==> src/rtl/gcbp_pkg.sv <==
// Shared types and constants for the GCBP sub-image BRAM readers.
// Line geometry, FSM encoding and BRAM address packing.
package gcbp_pkg;

  localparam int BRAM_DATA_WIDTH      = 128;
  localparam int ROW_BITS             = 7;
  localparam int SUBIMAGE_BITS        = 2;
  localparam int C_NUM_HORI_SUBIMAGES = 4;
  localparam int ADDR_BITS            = SUBIMAGE_BITS + ROW_BITS;

  typedef enum logic [1:0] {
    S_IDLE  = 2'd0,
    S_READ  = 2'd1,
    S_DRAIN = 2'd2
  } state_e;

  typedef struct packed {
    logic                       last;
    logic [SUBIMAGE_BITS-1:0]   sub;
    logic [BRAM_DATA_WIDTH-1:0] data;
  } line_t;

  function automatic logic [ADDR_BITS-1:0] pack_addr(
    input logic [SUBIMAGE_BITS-1:0] sub,
    input logic [ROW_BITS-1:0]      row
  );
    return {sub, row};
  endfunction

endpackage

==> src/rtl/gcbp_line_fifo.sv <==
// Two-entry first-word-fall-through line FIFO.
// An empty FIFO presents the incoming push directly at its head.
module gcbp_line_fifo
  import gcbp_pkg::*;
(
  input  logic        i_clk,
  input  logic        i_resetn,
  input  logic        push_i,
  input  line_t       push_line_i,
  input  logic        pop_i,
  output line_t       head_o,
  output logic        valid_o,
  output logic [1:0]  count_o
);

  line_t      mem_q [2];
  logic       wr_q;
  logic       rd_q;
  logic [1:0] cnt_q;
  logic       empty;
  logic       do_wr;
  logic       do_rd;

  assign empty = (cnt_q == 2'd0);
  // Bypassed push popped in the same cycle never touches storage
  assign do_wr = push_i && !(empty && pop_i);
  assign do_rd = pop_i && !empty;

  assign valid_o = !empty || push_i;
  assign head_o  = empty ? push_line_i : mem_q[rd_q];
  assign count_o = cnt_q;

  always_ff @(posedge i_clk) begin
    if (!i_resetn) begin
      mem_q[0] <= '0;
      mem_q[1] <= '0;
      wr_q     <= 1'b0;
      rd_q     <= 1'b0;
      cnt_q    <= 2'd0;
    end else begin
      if (do_wr) begin
        mem_q[wr_q] <= push_line_i;
      end
      wr_q  <= wr_q ^ do_wr;
      rd_q  <= rd_q ^ do_rd;
      cnt_q <= cnt_q + {1'b0, do_wr} - {1'b0, do_rd};
    end
  end

endmodule

==> src/rtl/gcbp_subimage_reader.sv <==
// Reads a run of GCBP lines from one sub-image and streams them
// downstream; read issue is throttled so the FIFO never overflows.
module gcbp_subimage_reader
  import gcbp_pkg::*;
(
  input  logic                       i_clk,
  input  logic                       i_resetn,
  input  logic                       i_req_valid,
  output logic                       o_req_ready,
  input  logic [SUBIMAGE_BITS-1:0]   i_req_subimage,
  input  logic [ROW_BITS-1:0]        i_req_row_start,
  input  logic [ROW_BITS:0]          i_req_row_count,
  output logic                       o_bram_en,
  output logic [ADDR_BITS-1:0]       o_bram_addr,
  input  logic [BRAM_DATA_WIDTH-1:0] i_bram_rdata,
  output logic [BRAM_DATA_WIDTH-1:0] o_line_data,
  output logic                       o_line_valid,
  input  logic                       i_line_ready,
  output logic [SUBIMAGE_BITS-1:0]   o_line_subimage,
  output logic                       o_line_last,
  output logic                       o_busy
);

  state_e                   state_q, state_d;
  logic [SUBIMAGE_BITS-1:0] sub_q, sub_d;
  logic [ROW_BITS-1:0]      row_q, row_d;
  logic [ROW_BITS:0]        rem_q, rem_d;
  logic                     infl_q, infl_d;
  logic                     infl_last_q, infl_last_d;

  logic       issue;
  logic [1:0] fifo_cnt;
  logic [1:0] occ;
  logic       pop;
  line_t      push_line;
  line_t      head;

  assign occ = fifo_cnt + {1'b0, infl_q};

  always_comb begin
    state_d     = state_q;
    sub_d       = sub_q;
    row_d       = row_q;
    rem_d       = rem_q;
    issue       = 1'b0;
    unique case (state_q)
      S_IDLE: begin
        if (i_req_valid) begin
          sub_d = i_req_subimage;
          row_d = i_req_row_start;
          rem_d = i_req_row_count;
          if (i_req_row_count != '0) begin
            state_d = S_READ;
          end
        end
      end
      S_READ: begin
        // FIFO slots plus the in-flight read bound the outstanding lines
        if (occ < 2'd2) begin
          issue = 1'b1;
          row_d = row_q + 1'b1;
          rem_d = rem_q - 1'b1;
          if (rem_q == 1) begin
            state_d = S_DRAIN;
          end
        end
      end
      S_DRAIN: begin
        if (!infl_q && fifo_cnt == 2'd0) begin
          state_d = S_IDLE;
        end
      end
      default: state_d = S_IDLE;
    endcase
    infl_d      = issue;
    infl_last_d = issue && (rem_q == 1);
  end

  always_ff @(posedge i_clk) begin
    if (!i_resetn) begin
      state_q     <= S_IDLE;
      sub_q       <= '0;
      row_q       <= '0;
      rem_q       <= '0;
      infl_q      <= 1'b0;
      infl_last_q <= 1'b0;
    end else begin
      state_q     <= state_d;
      sub_q       <= sub_d;
      row_q       <= row_d;
      rem_q       <= rem_d;
      infl_q      <= infl_d;
      infl_last_q <= infl_last_d;
    end
  end

  assign o_req_ready = (state_q == S_IDLE);
  assign o_busy      = (state_q != S_IDLE);
  assign o_bram_en   = issue;
  assign o_bram_addr = pack_addr(sub_q, row_q);

  assign push_line.last = infl_last_q;
  assign push_line.sub  = sub_q;
  assign push_line.data = i_bram_rdata;

  assign pop = o_line_valid && i_line_ready;

  gcbp_line_fifo u_fifo (
    .i_clk       (i_clk),
    .i_resetn    (i_resetn),
    .push_i      (infl_q),
    .push_line_i (push_line),
    .pop_i       (pop),
    .head_o      (head),
    .valid_o     (o_line_valid),
    .count_o     (fifo_cnt)
  );

  assign o_line_data     = head.data;
  assign o_line_subimage = head.sub;
  assign o_line_last     = head.last;

endmodule

==> config.mk <==
export PLATFORM = sky130hd
export DESIGN_NAME = gcbp_subimage_reader
export DESIGN_NICKNAME = d
export VERILOG_FILES = /design/src/rtl/gcbp_pkg.sv /design/src/rtl/gcbp_line_fifo.sv /design/src/rtl/gcbp_subimage_reader.sv
export SDC_FILE = /design/constraint.sdc
export NUM_CORES = 1
export LEC_CHECK = 0
export BUFFER_PORTS_ARGS = -buffer_cell sky130_fd_sc_hd__buf_4
export CELL_PAD_IN_SITES_DETAIL_PLACEMENT = 1
export CELL_PAD_IN_SITES_GLOBAL_PLACEMENT = 2
export CORE_UTILIZATION = 31
export CTS_CLUSTER_SIZE = 8
export DETAILED_ROUTE_END_ITERATION = 16
export GPL_ROUTABILITY_DRIVEN = 0
export HOLD_SLACK_MARGIN = 0.15
export PLACE_DENSITY_LB_ADDON = 0.1
export SLEW_MARGIN = 10
export SYNTH_ARGS = -nofsm -noshare
export SYNTH_HDL_FRONTEND = slang
export SYNTH_HIERARCHICAL = 1
export SYNTH_SLANG_ARGS = --single-unit
==> constraint.sdc <==
create_clock -name i_clk -period 14.9 [get_ports i_clk]
set_clock_uncertainty 0.2 [all_clocks]
set_input_delay 0 -clock i_clk [delete_from_list [all_inputs] [get_ports i_clk]]
set_output_delay 0 -clock i_clk [all_outputs]
set_load 0.02 [all_outputs]
==> results of run 1 <==
==> layer usage <==
layer | GRT usage | vias up | wire length (µm)
met4 | 0.0588 | 2 | 890
met3 | 0.0307 | 61 | 1580
met5 | 0 | - | 10
met1 | 0.230 | 5309 | 18600
li1 | - | 5295 | -
met2 | 0.317 | 206 | 20700
==> power groups by stage <==
| stage | sequential, µW | combinational, µW | clock (µW) |
|---|---|---|---|
| global placement | 969 | 402 | 0 |
| global route | 961 | 505 | 929 |
| detailed placement | 972 | 404 | 0 |
| CTS | 956 | 472 | 903 |
| floorplan | 982 | 221 | 0 |
| finish | 956 | 467 | 871 |
==> placed cells by master, fill, tap and decap left out, drive strengths merged, types with 4 or more instances in the layout <==
cell / count
mux2i: 135
ha: 4
clkbuf: 53
buf: 303
dfxtp: 26
nand3: 4
dlygate4sd3: 301
a211oi: 11
and2: 266
o21ai: 144
a21oi: 13
a31o: 4
nand2b: 6
inv: 7
nor2: 25
edfxtp: 262
nor3: 5
nand2: 143
==> repair_timing <==
item,in CTS,in global routing
setup endpoints to repair,0,0
hold buffers,301,0
endpoints found under the hold margin,346,0
==> cells by family (layout without fill, tap and decap cells) <==
logic type               Yosys count  count (layout)  synth area share
buffers and inverters             85             665            0.0304
AO/OA/AOI/OAI                    193             193            0.0797
adder cells (fa/ha/maj)            4               4           0.00359
flip-flops                       288             288             0.602
XOR/XNOR                           1               1          0.000629
multiplexers                     135             135            0.0970
AND/OR/NAND/NOR                  468             468             0.187
==> final cells by class <==
class	instances	area share
well taps	592	0.0357
clock inverters	1	0.000422
multi-input cells	801	0.248
clock buffers	53	0.0556
inverters	7	0.00126
flip-flops and latches	288	0.404
repair buffers	604	0.255
==> path summary, 6_finish.rpt <==
kind,from,to,slack [ns],depth (start not counted)
worst max register to register,u_fifo/count_o[1],u_fifo/mem_q[0][70],10.32,8
worst max-delay path,u_fifo/count_o[1],u_fifo/mem_q[0][70],10.32,8
worst min-delay path,i_resetn,row_q[0],0.20,4
worst min register to register,row_q[6],row_q[6],0.35,2
==> worst max-delay path: cells and delay by family, from the launching register on <==
family | cells | cell delay (ns)
DFF | 1 | 0.39
AOI/OAI and AO/OA | 2 | 0.41
buffers and inverters | 3 | 2.43
and+or+nand+nor | 3 | 0.69
==> state kept, by name, summed over array words and instances, names as in the netlist, named ones only <==
name / cells
rem_q: 8
row_q: 7
u_fifo/mem_q: 262
infl_last_q: 1
infl_q: 1
u_fifo/wr_q: 1
state_q: 2
u_fifo/count_o: 2
sub_q: 2
u_fifo/rd_q: 1
==> through the flow <==
step / utilization / hold slack, ns / instances
6_report: 0.469 / 0.196 / 2346
5_1_grt: 0.469 / 0.200 / 2346
4_1_cts: 0.469 / 0.150 / 2346
3_5_place_dp: 0.375 / 0.0578 / 1991
3_3_place_gp: 0.375 / 0.0402 / 1991
2_1_floorplan: - / -0.0638 / 1174
==> impl_results.rst, run 1 <==
.. list-table::
   :header-rows: 1

   * - Metric
     - Value
   * - Outcome
     - finished, final reports clean
   * - Sum of routed wire length over all layers
     - between 40000 and 50000 µm
   * - Worst slack after detailed placement
     - approximately 10 ns
   * - ANT cells
     - 0
   * - Sum of negative setup slack
     - 0 ns
   * - Area of the mapped netlist
     - roughly 0.014 mm²
   * - Die Outline Area
     - between 0.04 and 0.05 mm²
   * - Power density over the cells
     - roughly 110 mW/mm²
   * - CP dominant cell by count
     - buf_4
   * - Htree depth
     - 2
   * - Number of sinks on the clock net
     - approximately 290
   * - Via count
     - between 10000 and 15000
   * - Final number of max-transition violations
     - 0
   * - Initial antenna violation count
     - 1
   * - Area post-placement
     - 0.0166 mm²
   * - Cells after Synth
     - roughly 1200
   * - NumNets Final
     - between 1500 and 2000
   * - Post-CTS setup buffer count
     - 0
   * - Dominant cell type by area after synthesis
     - edfxtp_1
   * - Leakage
     - between 0.008 and 0.009 µW
   * - Hold WC Path Type
     - in2reg
   * - Most used flip-flop cell after synthesis
     - edfxtp_1
   * - Total grt overflow
     - 0
   * - Routed wire length per instance
     - 17.8 µm
   * - Sequential area share after synthesis
     - 0.602
   * - Mean instance size in the synthesized netlist
     - around 12 µm²
   * - Worst Path Required
     - approximately 15 ns
   * - Leading cell types by total area after synthesis
     - edfxtp_1 56%, and2_1 10%, mux2i_1 9.7%
   * - Clk network pwr share
     - 0.380
   * - Total area of multi-input combinational cells
     - a little over 0.005 mm²
   * - Max rail drop VDD
     - about 64 µV
   * - Number of enable flip-flop cells after synthesis
     - about 260
   * - Number of buffers between clock root and the deepest sink
     - 3
   * - Worst max-slew margin expressed relative to the limit
     - 0.241
   * - Sw Pwr
     - a little over 600 µW
   * - Fraction of final layout cells with drive strength greater than 1
     - 0.230
   * - Core footprint
     - roughly 0.044 mm²
   * - Number of buffers inserted during clock tree synthesis
     - 42
   * - Clock Root Buffer
     - clkbuf_16
   * - Crit path setup slack, layout
     - a little over 10 ns
   * - Tcrit/Tclk final
     - 0.307
   * - Highest attainable clock frequency
     - approximately 220 MHz
   * - Number of flip-flops and latches in the synthesized netlist
     - between 200 and 300
   * - Drt drc
     - 0
   * - Fin area
     - slightly above 0.02 mm²
   * - Combinational cell fraction of total power
     - 0.203
   * - Post-layout minimum cycle time
     - about 4.6 ns
   * - Switching portion of total power
     - 0.270
   * - Count leader, synth
     - edfxtp_1
   * - Detailed-placement wirelength estimate
     - between 20000 and 25000 µm
   * - Number of library cell types mapped by synthesis
     - 59
   * - Clock transition time at the flip-flop clock pins of the worst setup and hold paths
     - around 0.060 ns
   * - Worst EP arrival
     - 4.54 ns
   * - Total internal power
     - about 1700 µW
   * - Per-cell via count in the routed design
     - between 4 and 5
   * - Starting Density
     - 0.314
   * - Slew at the pin with the worst max-slew slack
     - 1.14 ns
   * - Setup CP Type
     - reg2reg
   * - Clk_lat worst skew
     - approximately 0.55 ns
   * - Total number of yosys warnings
     - 6
   * - Power, Total
     - between 2000 and 2500 µW
   * - Type of element capturing the critical path
     - register
   * - Via count of the first global-routing pass
     - around 12000
   * - Max stage delay on crit path
     - 0.89 ns
   * - Height of the chip
     - ~210 µm
   * - Number of setup violations in the final report
     - 0
   * - Cell row count
     - 77
   * - Initial DRC Count
     - 415
   * - Setup repair after global routing missed its margin
     - no
   * - Total of buffers placed on input and output ports
     - around 290
   * - Global router's overall resource usage
     - 0.183
   * - Remaining number of nets flagged by the antenna check after routing
     - 0
   * - TritonCTS clock tree
     - done
   * - DIE WIDTH
     - 214 µm
   * - Portion of total power attributed to sequential cells
     - 0.417
   * - Area growth from synthesis to final layout
     - 49.1%
   * - Maximum number of pins on one net before global-route repair
     - ~270
   * - FILL cells
     - 4734
   * - Synth top cells by count
     - 262 x edfxtp_1, 231 x and2_1, 144 x o21ai_0, 142 x nand2_1, 135 x mux2i_1
   * - Proportion of register bits with asynchronous set or reset after synthesis
     - 0
   * - Fraction of synthesized cell area taken by the top area cell type
     - 0.565
   * - Cell Chain, Critical Path
     - nor2_4, buf_12, nand2_1, and2_1, a21o_1, o21ai_4, buf_4, buf_4
   * - Sequential Area
     - 0.00839 mm²
   * - Count of boundary I/O pins
     - between 200 and 300
   * - Max Cap Viol
     - 0
   * - Net count after synthesis
     - between 1000 and 1500
   * - Biggest fanout along the worst timing path
     - between 200 and 300
   * - Critical Path Slowest Stage Cell
     - buf_4
   * - First-pass GRT wire length
     - between 60000 and 70000 µm
   * - Critical path startpoint category
     - register
   * - Count of endpoints failing hold in the final timing report
     - 0
   * - Detailed Routing Iterations Pass 1
     - 4
   * - Resized cells post-CTS
     - 0
Note: power is estimated with default switching activity, not from simulation.
==> run 2: changes to the inputs <==
ABC_AREA = 1   (was default)
CORE_UTILIZATION = 30   (was 31)
clock period = 4.2 ns   (was 14.9 ns; I/O delays follow)
==> impl_results.rst, run 2 <==
.. list-table::
   :header-rows: 1

   * - Metric
     - Value
   * - Outcome
     - finished, final reports clean
   * - Htree depth
     - 2
   * - Final number of max-transition violations
     - 0
   * - NumNets Final
     - 2224
   * - Slew at the pin with the worst max-slew slack
     - between 0.9 and 1 ns
   * - Crit path setup slack, layout
     - around 1.0 ns
   * - Total number of yosys warnings
     - 6
   * - Cells after Synth
     - about 1500
   * - Met1 layer usage reported by global route
     - 0.234
   * - Fraction of synthesized cell area taken by the top area cell type
     - 0.563
   * - Global router's overall resource usage
     - 0.188
   * - Max Cap Viol
     - 0
   * - Total grt overflow
     - 0
   * - Type of element capturing the critical path
     - register
   * - Initial DRC Count
     - about 440
   * - Die Outline Area
     - approximately 0.047 mm²
   * - Total of buffers placed on input and output ports
     - approximately 290
   * - Biggest register
     - u_fifo/mem_q
   * - Count of boundary I/O pins
     - 293
   * - Registers with the highest flip-flop counts
     - u_fifo/mem_q: 262 flops, rem_q: 8 flops, row_q: 7 flops
   * - Maximum number of pins on one net before global-route repair
     - about 130
   * - Number of enable flip-flop cells after synthesis
     - roughly 260
   * - Clock Root Buffer
     - clkbuf_16
   * - Via count
     - around 12000
   * - Number of setup violations in the final report
     - 0
   * - Hold WC Path Type
     - in2reg
   * - ANT cells
     - 0
   * - Post-layout minimum cycle time
     - ~3.2 ns
   * - Drt drc
     - 0
   * - Fraction of final layout cells with drive strength greater than 1
     - 0.177
   * - Count of endpoints failing hold in the final timing report
     - 0
   * - Number of buffers between clock root and the deepest sink
     - 3
   * - Number of buffers inserted during clock tree synthesis
     - 42
   * - Most used flip-flop cell after synthesis
     - edfxtp_1
   * - Worst slack after detailed placement
     - ~1.2 ns
   * - First-pass GRT wire length
     - about 70000 µm
   * - Number of library cell types mapped by synthesis
     - 35
   * - Most frequent cells in the layout
     - 310 x dlygate4sd3_1, 301 x buf_4, 299 x nor2_1
   * - Net count after synthesis
     - between 1500 and 2000
   * - Power, Total
     - just over 8000 µW
   * - TritonCTS clock tree
     - done
   * - Tcrit/Tclk final
     - 0.755
   * - Clk_lat worst skew
     - about 0.54 ns
   * - Sum of negative setup slack
     - 0 ns
   * - Sequential area share after synthesis
     - 0.600
   * - Remaining number of nets flagged by the antenna check after routing
     - 0
   * - Biggest fanout along the worst timing path
     - 26
   * - Setup CP Type
     - reg2reg
   * - Setup repair after global routing missed its margin
     - no
   * - Worst max-slew margin expressed relative to the limit
     - 0.374
   * - Max rail drop VDD
     - roughly 240 µV
   * - Final-layout worst hold slack
     - around 0.18 ns
   * - Via count of the first global-routing pass
     - approximately 13000
   * - Routed wire length per instance
     - 16.5 µm
   * - Mean instance size in the synthesized netlist
     - about 9.3 µm²
   * - Fin area
     - roughly 0.021 mm²
   * - Count leader, synth
     - nor2_1
   * - Per-cell via count in the routed design
     - 4.61
   * - Proportion of register bits with asynchronous set or reset after synthesis
     - 0
   * - Clock transition time at the flip-flop clock pins of the worst setup and hold paths
     - 0.05 ns
   * - Initial antenna violation count
     - 0
   * - Highest attainable clock frequency
     - 315 MHz
   * - Most Used Layer, Global Route
     - met2
   * - Starting Density
     - 0.306
   * - Cell row count
     - 78
   * - Core footprint
     - 0.0457 mm²
   * - Area post-placement
     - 0.0166 mm²
   * - FILL cells
     - about 5200
   * - DIE WIDTH
     - around 220 µm
   * - Flip-flop count of the largest register after layout
     - 262
   * - Worst EP arrival
     - around 3.4 ns
   * - Worst Path Required
     - 4.43 ns
   * - Synth top cells by count
     - 299 x nor2_1, 291 x inv_1, 262 x edfxtp_1, 186 x nand2_1, 150 x o21ai_0
   * - Area of the mapped netlist
     - ~0.014 mm²
   * - Most common cell after layout, fill and taps aside
     - dlygate4sd3_1
   * - Critical path startpoint category
     - register
   * - Leakage
     - 0.00883 µW
   * - Height of the chip
     - roughly 220 µm
   * - GR met2 Demand/Resource
     - 0.330
   * - Detailed Routing Iterations Pass 1
     - 4
   * - Area growth from synthesis to final layout
     - 49.7%
   * - Dominant cell type by area after synthesis
     - edfxtp_1
   * - Detailed-placement wirelength estimate
     - between 20000 and 30000 µm
   * - Leading cell types by total area after synthesis
     - edfxtp_1 56%, nor2_1 8.0%, inv_1 7.8%
   * - Sum of routed wire length over all layers
     - about 44000 µm
   * - Power density over the cells
     - between 300 and 400 mW/mm²
   * - Number of sinks on the clock net
     - between 200 and 300
   * - Met3 Usage GRT
     - 0.0305
   * - Number of flip-flops and latches in the synthesized netlist
     - 288
## run 2: changes by cell type in the layout (fill, tap and decap cells not counted), sizes merged, moves of 8 or more
cell / previous run / this run
o211ai: 1 / 131
and2: 266 / 0
a211oi: 11 / 0
nor2: 25 / 300
o21ai: 144 / 152
nand3: 4 / 21
nand2: 143 / 188
dlygate4sd3: 301 / 310
inv: 7 / 292
mux2i: 135 / 0
## run 2: report_power, final
part / internal, µW / leakage (µW) / total, µW / switching [µW]
combinational: 752 / 0.00533 / 1790 / 1040
clock: 1890 / 0.000567 / 3070 / 1180
sequential: 3300 / 0.00293 / 3370 / 70.2
total: 5940 / 0.00883 / 8220 / 2280
## run 2: final cells by class
class                           instances  area [µm²]  area share
Sequential cell                       288        8390       0.401
Timing Repair Buffer                  617        5480       0.262
Multi-Input combinational cell        829        4030       0.192
Clock buffer                           52        1150      0.0551
Inverter                              293        1100      0.0526
Tap cell                              600         751      0.0359
Clock inverter                          1        8.76    0.000419
## run 2: what timing repair did
item | CTS | global route
hold endpoints to repair | 283 | 0
setup buffers | 0 | 0
resized for setup | 0 | 0
hold buffers | 310 | 0
## run 2: stage by stage
| stage | instances | util |
|---|---|---|
| after global routing | 2680 | 0.458 |
| final | 2680 | 0.458 |
| after global placement | 2317 | 0.364 |
| after detailed placement | 2317 | 0.364 |
| after floorplan | 1503 | - |
| after CTS | 2680 | 0.458 |
## run 2: layer usage
| metal | vias to the layer above | routed length, µm | part of all wire |
|---|---|---|---|
| li1 | 6028 | - | - |
| met1 | 6033 | 19200 | 0.43 |
| met2 | 236 | 22300 | 0.51 |
| met3 | 57 | 1750 | 0.040 |
| met4 | 0 | 963 | 0.022 |
| met5 | - | 0 | 0 |
## run 2: path summary, 6_finish.rpt
path                         start                  end  slack, ns  cells after the start
setup reg to reg        state_q[0]             rem_q[1]       1.03                      9
hold / removal    i_bram_rdata[31]  u_fifo/mem_q[1][31]       0.18                      4
hold reg to reg           rem_q[7]             rem_q[7]       0.28                      2
setup / recovery        state_q[0]             rem_q[1]       1.03                      9
## run 2: worst max-delay path, cell delays in order (launching register included)
cell	delay (ns)
dfxtp_1	0.32
inv_1	0.07
nor2_4	0.52
nand3_4	0.19
nand2_4	0.23
inv_2	0.17
o21ai_1	0.17
dlygate4sd3_1	0.57
a21oi_1	0.05
dlygate4sd3_1	0.55
## run 2: cell families after synthesis
family / count (synthesis) / share of synthesized area
adder cells (fa/ha/maj): 4 / 0.00358
XOR/XNOR: 2 / 0.00125
flip-flops: 288 / 0.600
buffers and inverters: 386 / 0.116
AND/OR/NAND/NOR: 517 / 0.145
AO/OA/AOI/OAI: 306 / 0.134
==> run 3: changes to the inputs <==
clock period = 2.9 ns   (was 4.2 ns; I/O delays follow)
==> impl_results.rst, run 3 (synthesized netlist as in run 2, its figures left out) <==
.. list-table::
   :header-rows: 1

   * - Metric
     - Value
   * - Max Cap Viol
     - 0
   * - CP dominant cell by count
     - nand2_1
   * - Register-to-Register Path Depth
     - 11
   * - First-pass GRT wire length
     - approximately 70000 µm
   * - Type of element capturing the critical path
     - register
   * - DIE WIDTH
     - around 220 µm
   * - Critical path startpoint category
     - register
   * - FILL cells
     - 5209
   * - Flip-flop count of the largest register after layout
     - 262
   * - Clock transition time at the flip-flop clock pins of the worst setup and hold paths
     - about 0.05 ns
   * - Placed Cells incl. Taps
     - 2330
   * - Cell row count
     - 78
   * - Die Outline Area
     - between 0.04 and 0.05 mm²
   * - Worst Path Required
     - approximately 3.1 ns
   * - Maximum number of pins on one net before global-route repair
     - approximately 130
   * - CP delay by family, top
     - buffers and inverters
   * - Leakage
     - slightly below 0.009 µW
   * - Sum of negative setup slack
     - 0 ns
   * - Total grt overflow
     - 0
   * - Critical Path Slowest Stage Cell
     - dlygate4sd3_1
   * - Detailed-placement wirelength estimate
     - between 20000 and 30000 µm
   * - Routed wire length per instance
     - about 16 µm
   * - Global router's overall resource usage
     - 0.187
   * - Cell Chain, Critical Path
     - inv_1, nor2_4, buf_12, clkinvlp_4, buf_2, nand2_1, nand2_1, nand2_1, dlygate4sd3_1, a21oi_1, dlygate4sd3_1
   * - Number of sinks on the clock net
     - approximately 290
   * - Setup CP Type
     - reg2reg
   * - Via count
     - 12399
   * - Fraction of final layout cells with drive strength greater than 1
     - 0.183
   * - Tcrit/Tclk final
     - 0.955
   * - Worst max-slew margin expressed relative to the limit
     - 0.544
   * - Worst EP arrival
     - approximately 3 ns
   * - Height of the chip
     - ~220 µm
   * - M1 WL
     - ~20000 µm
   * - Highest attainable clock frequency
     - 361 MHz
   * - NumNets Final
     - approximately 2200
   * - Biggest fanout along the worst timing path
     - 13
   * - Remaining number of nets flagged by the antenna check after routing
     - 0
   * - Clk_lat worst skew
     - approximately 0.53 ns
   * - Registers with the highest flip-flop counts
     - u_fifo/mem_q: 262 flops, rem_q: 8 flops, row_q: 7 flops
   * - Sum of routed wire length over all layers
     - about 45000 µm
   * - Outcome
     - finished, final reports clean
   * - Initial DRC Count
     - ~470
   * - Initial antenna violation count
     - 1
   * - Max stage delay on crit path
     - 0.57 ns
   * - Starting Density
     - 0.306
   * - Final number of max-transition violations
     - 0
   * - Max rail drop VDD
     - roughly 340 µV
   * - Met2 wire length
     - roughly 22000 µm
   * - Hold WC Path Type
     - in2reg
   * - Stages on the worst setup path
     - 11
   * - Cells on Worst Hold Path
     - 4
   * - Detailed Routing Iterations Pass 1
     - 4
   * - Number of setup violations in the final report
     - 0
   * - Count of endpoints failing hold in the final timing report
     - 0
   * - Total of buffers placed on input and output ports
     - ~290
   * - Most frequent cells in the layout
     - 306 x buf_4, 303 x dlygate4sd3_1, 299 x nor2_1
   * - Drt drc
     - 0
   * - Via count of the first global-routing pass
     - approximately 13000
   * - Uppermost metal layer occupied by signal nets
     - met4
   * - Most common cell after layout, fill and taps aside
     - buf_4
   * - TritonCTS clock tree
     - done
   * - Count of non-filler cells in the finished layout
     - around 2700
   * - Htree depth
     - 2
   * - Core footprint
     - approximately 0.046 mm²
   * - Post-layout minimum cycle time
     - between 2 and 3 ns
   * - Routed length on met3
     - around 1700 µm
   * - Per-cell via count in the routed design
     - 4.58
   * - Biggest register
     - u_fifo/mem_q
   * - Number of buffer and inverter instances along the worst setup path
     - 6
   * - Number of buffers inserted during clock tree synthesis
     - 41
   * - Clock Root Buffer
     - clkbuf_16
   * - Power density over the cells
     - approximately 560 mW/mm²
   * - Count of boundary I/O pins
     - 293
   * - Number of buffers between clock root and the deepest sink
     - 3
   * - Slew at the pin with the worst max-slew slack
     - just under 0.7 ns
   * - Area growth from synthesis to final layout
     - 51.3%
-- run 3: power by group --
part           internal (µW)  switching [µW]  total (µW)
Combinational           1140            1500        2640
Clock                   2660            1730        4390
Sequential              4770             103        4870
Total                   8570            3340       11900
-- run 3: tightest hold or removal path: cells and delay by family --
kind	cells	cell delay (ns)
buf+inv	3	0.69
simple gates	1	0.10
-- run 3: per-layer routing --
metal  vias to the layer above  track usage
met4                         0       0.0548
li1                       6070            -
met5                         -            0
met2                       223        0.334
met3                        60       0.0304
met1                      6046        0.232
-- run 3: final cells by class --
type / count / area [µm²] / area share
clock inverters: 1 / 16.3 / 0.000769
flip-flops and latches: 288 / 8390 / 0.397
multi-input cells: 829 / 4030 / 0.191
inverters: 293 / 1100 / 0.0522
well taps: 600 / 751 / 0.0355
repair buffers: 628 / 5700 / 0.270
diodes: 1 / 2.50 / 0.000118
clock buffers: 66 / 1140 / 0.0540
-- run 3: stage by stage --
| stage | power [µW] | utilization | area, µm² | hold WS (ns) | worst slack, ns |
|---|---|---|---|---|---|
| CTS | 12100 | 0.461 | 21100 | 0.150 | 0.0505 |
| floorplan | 6170 | - | 14000 | -0.0616 | 0.234 |
| detailed placement | 7220 | 0.369 | 16900 | 0.0697 | 0.430 |
| global placement | 7200 | 0.369 | 16900 | 0.0606 | 0.439 |
| global route | 12400 | 0.463 | 21100 | 0.188 | -0.0359 |
| finish | 11900 | 0.463 | 21100 | 0.169 | 0.130 |
-- run 3: timing repair --
item / in CTS / in global routing
gates resized for setup: 0 / 8
buffers inserted: 0 / 4
setup endpoints to repair: 0 / 5
endpoints found under the hold margin: 339 / 0
hold buffers: 303 / 0
-- run 3: path summary, 6_finish.rpt --
kind                            slack (ns)               from                   end
worst min-delay path                  0.17  i_bram_rdata[102]  u_fifo/mem_q[0][102]
worst max register to register        0.13         state_q[0]              rem_q[5]
worst max-delay path                  0.13         state_q[0]              rem_q[5]
worst min register to register        0.32        u_fifo/rd_q              register
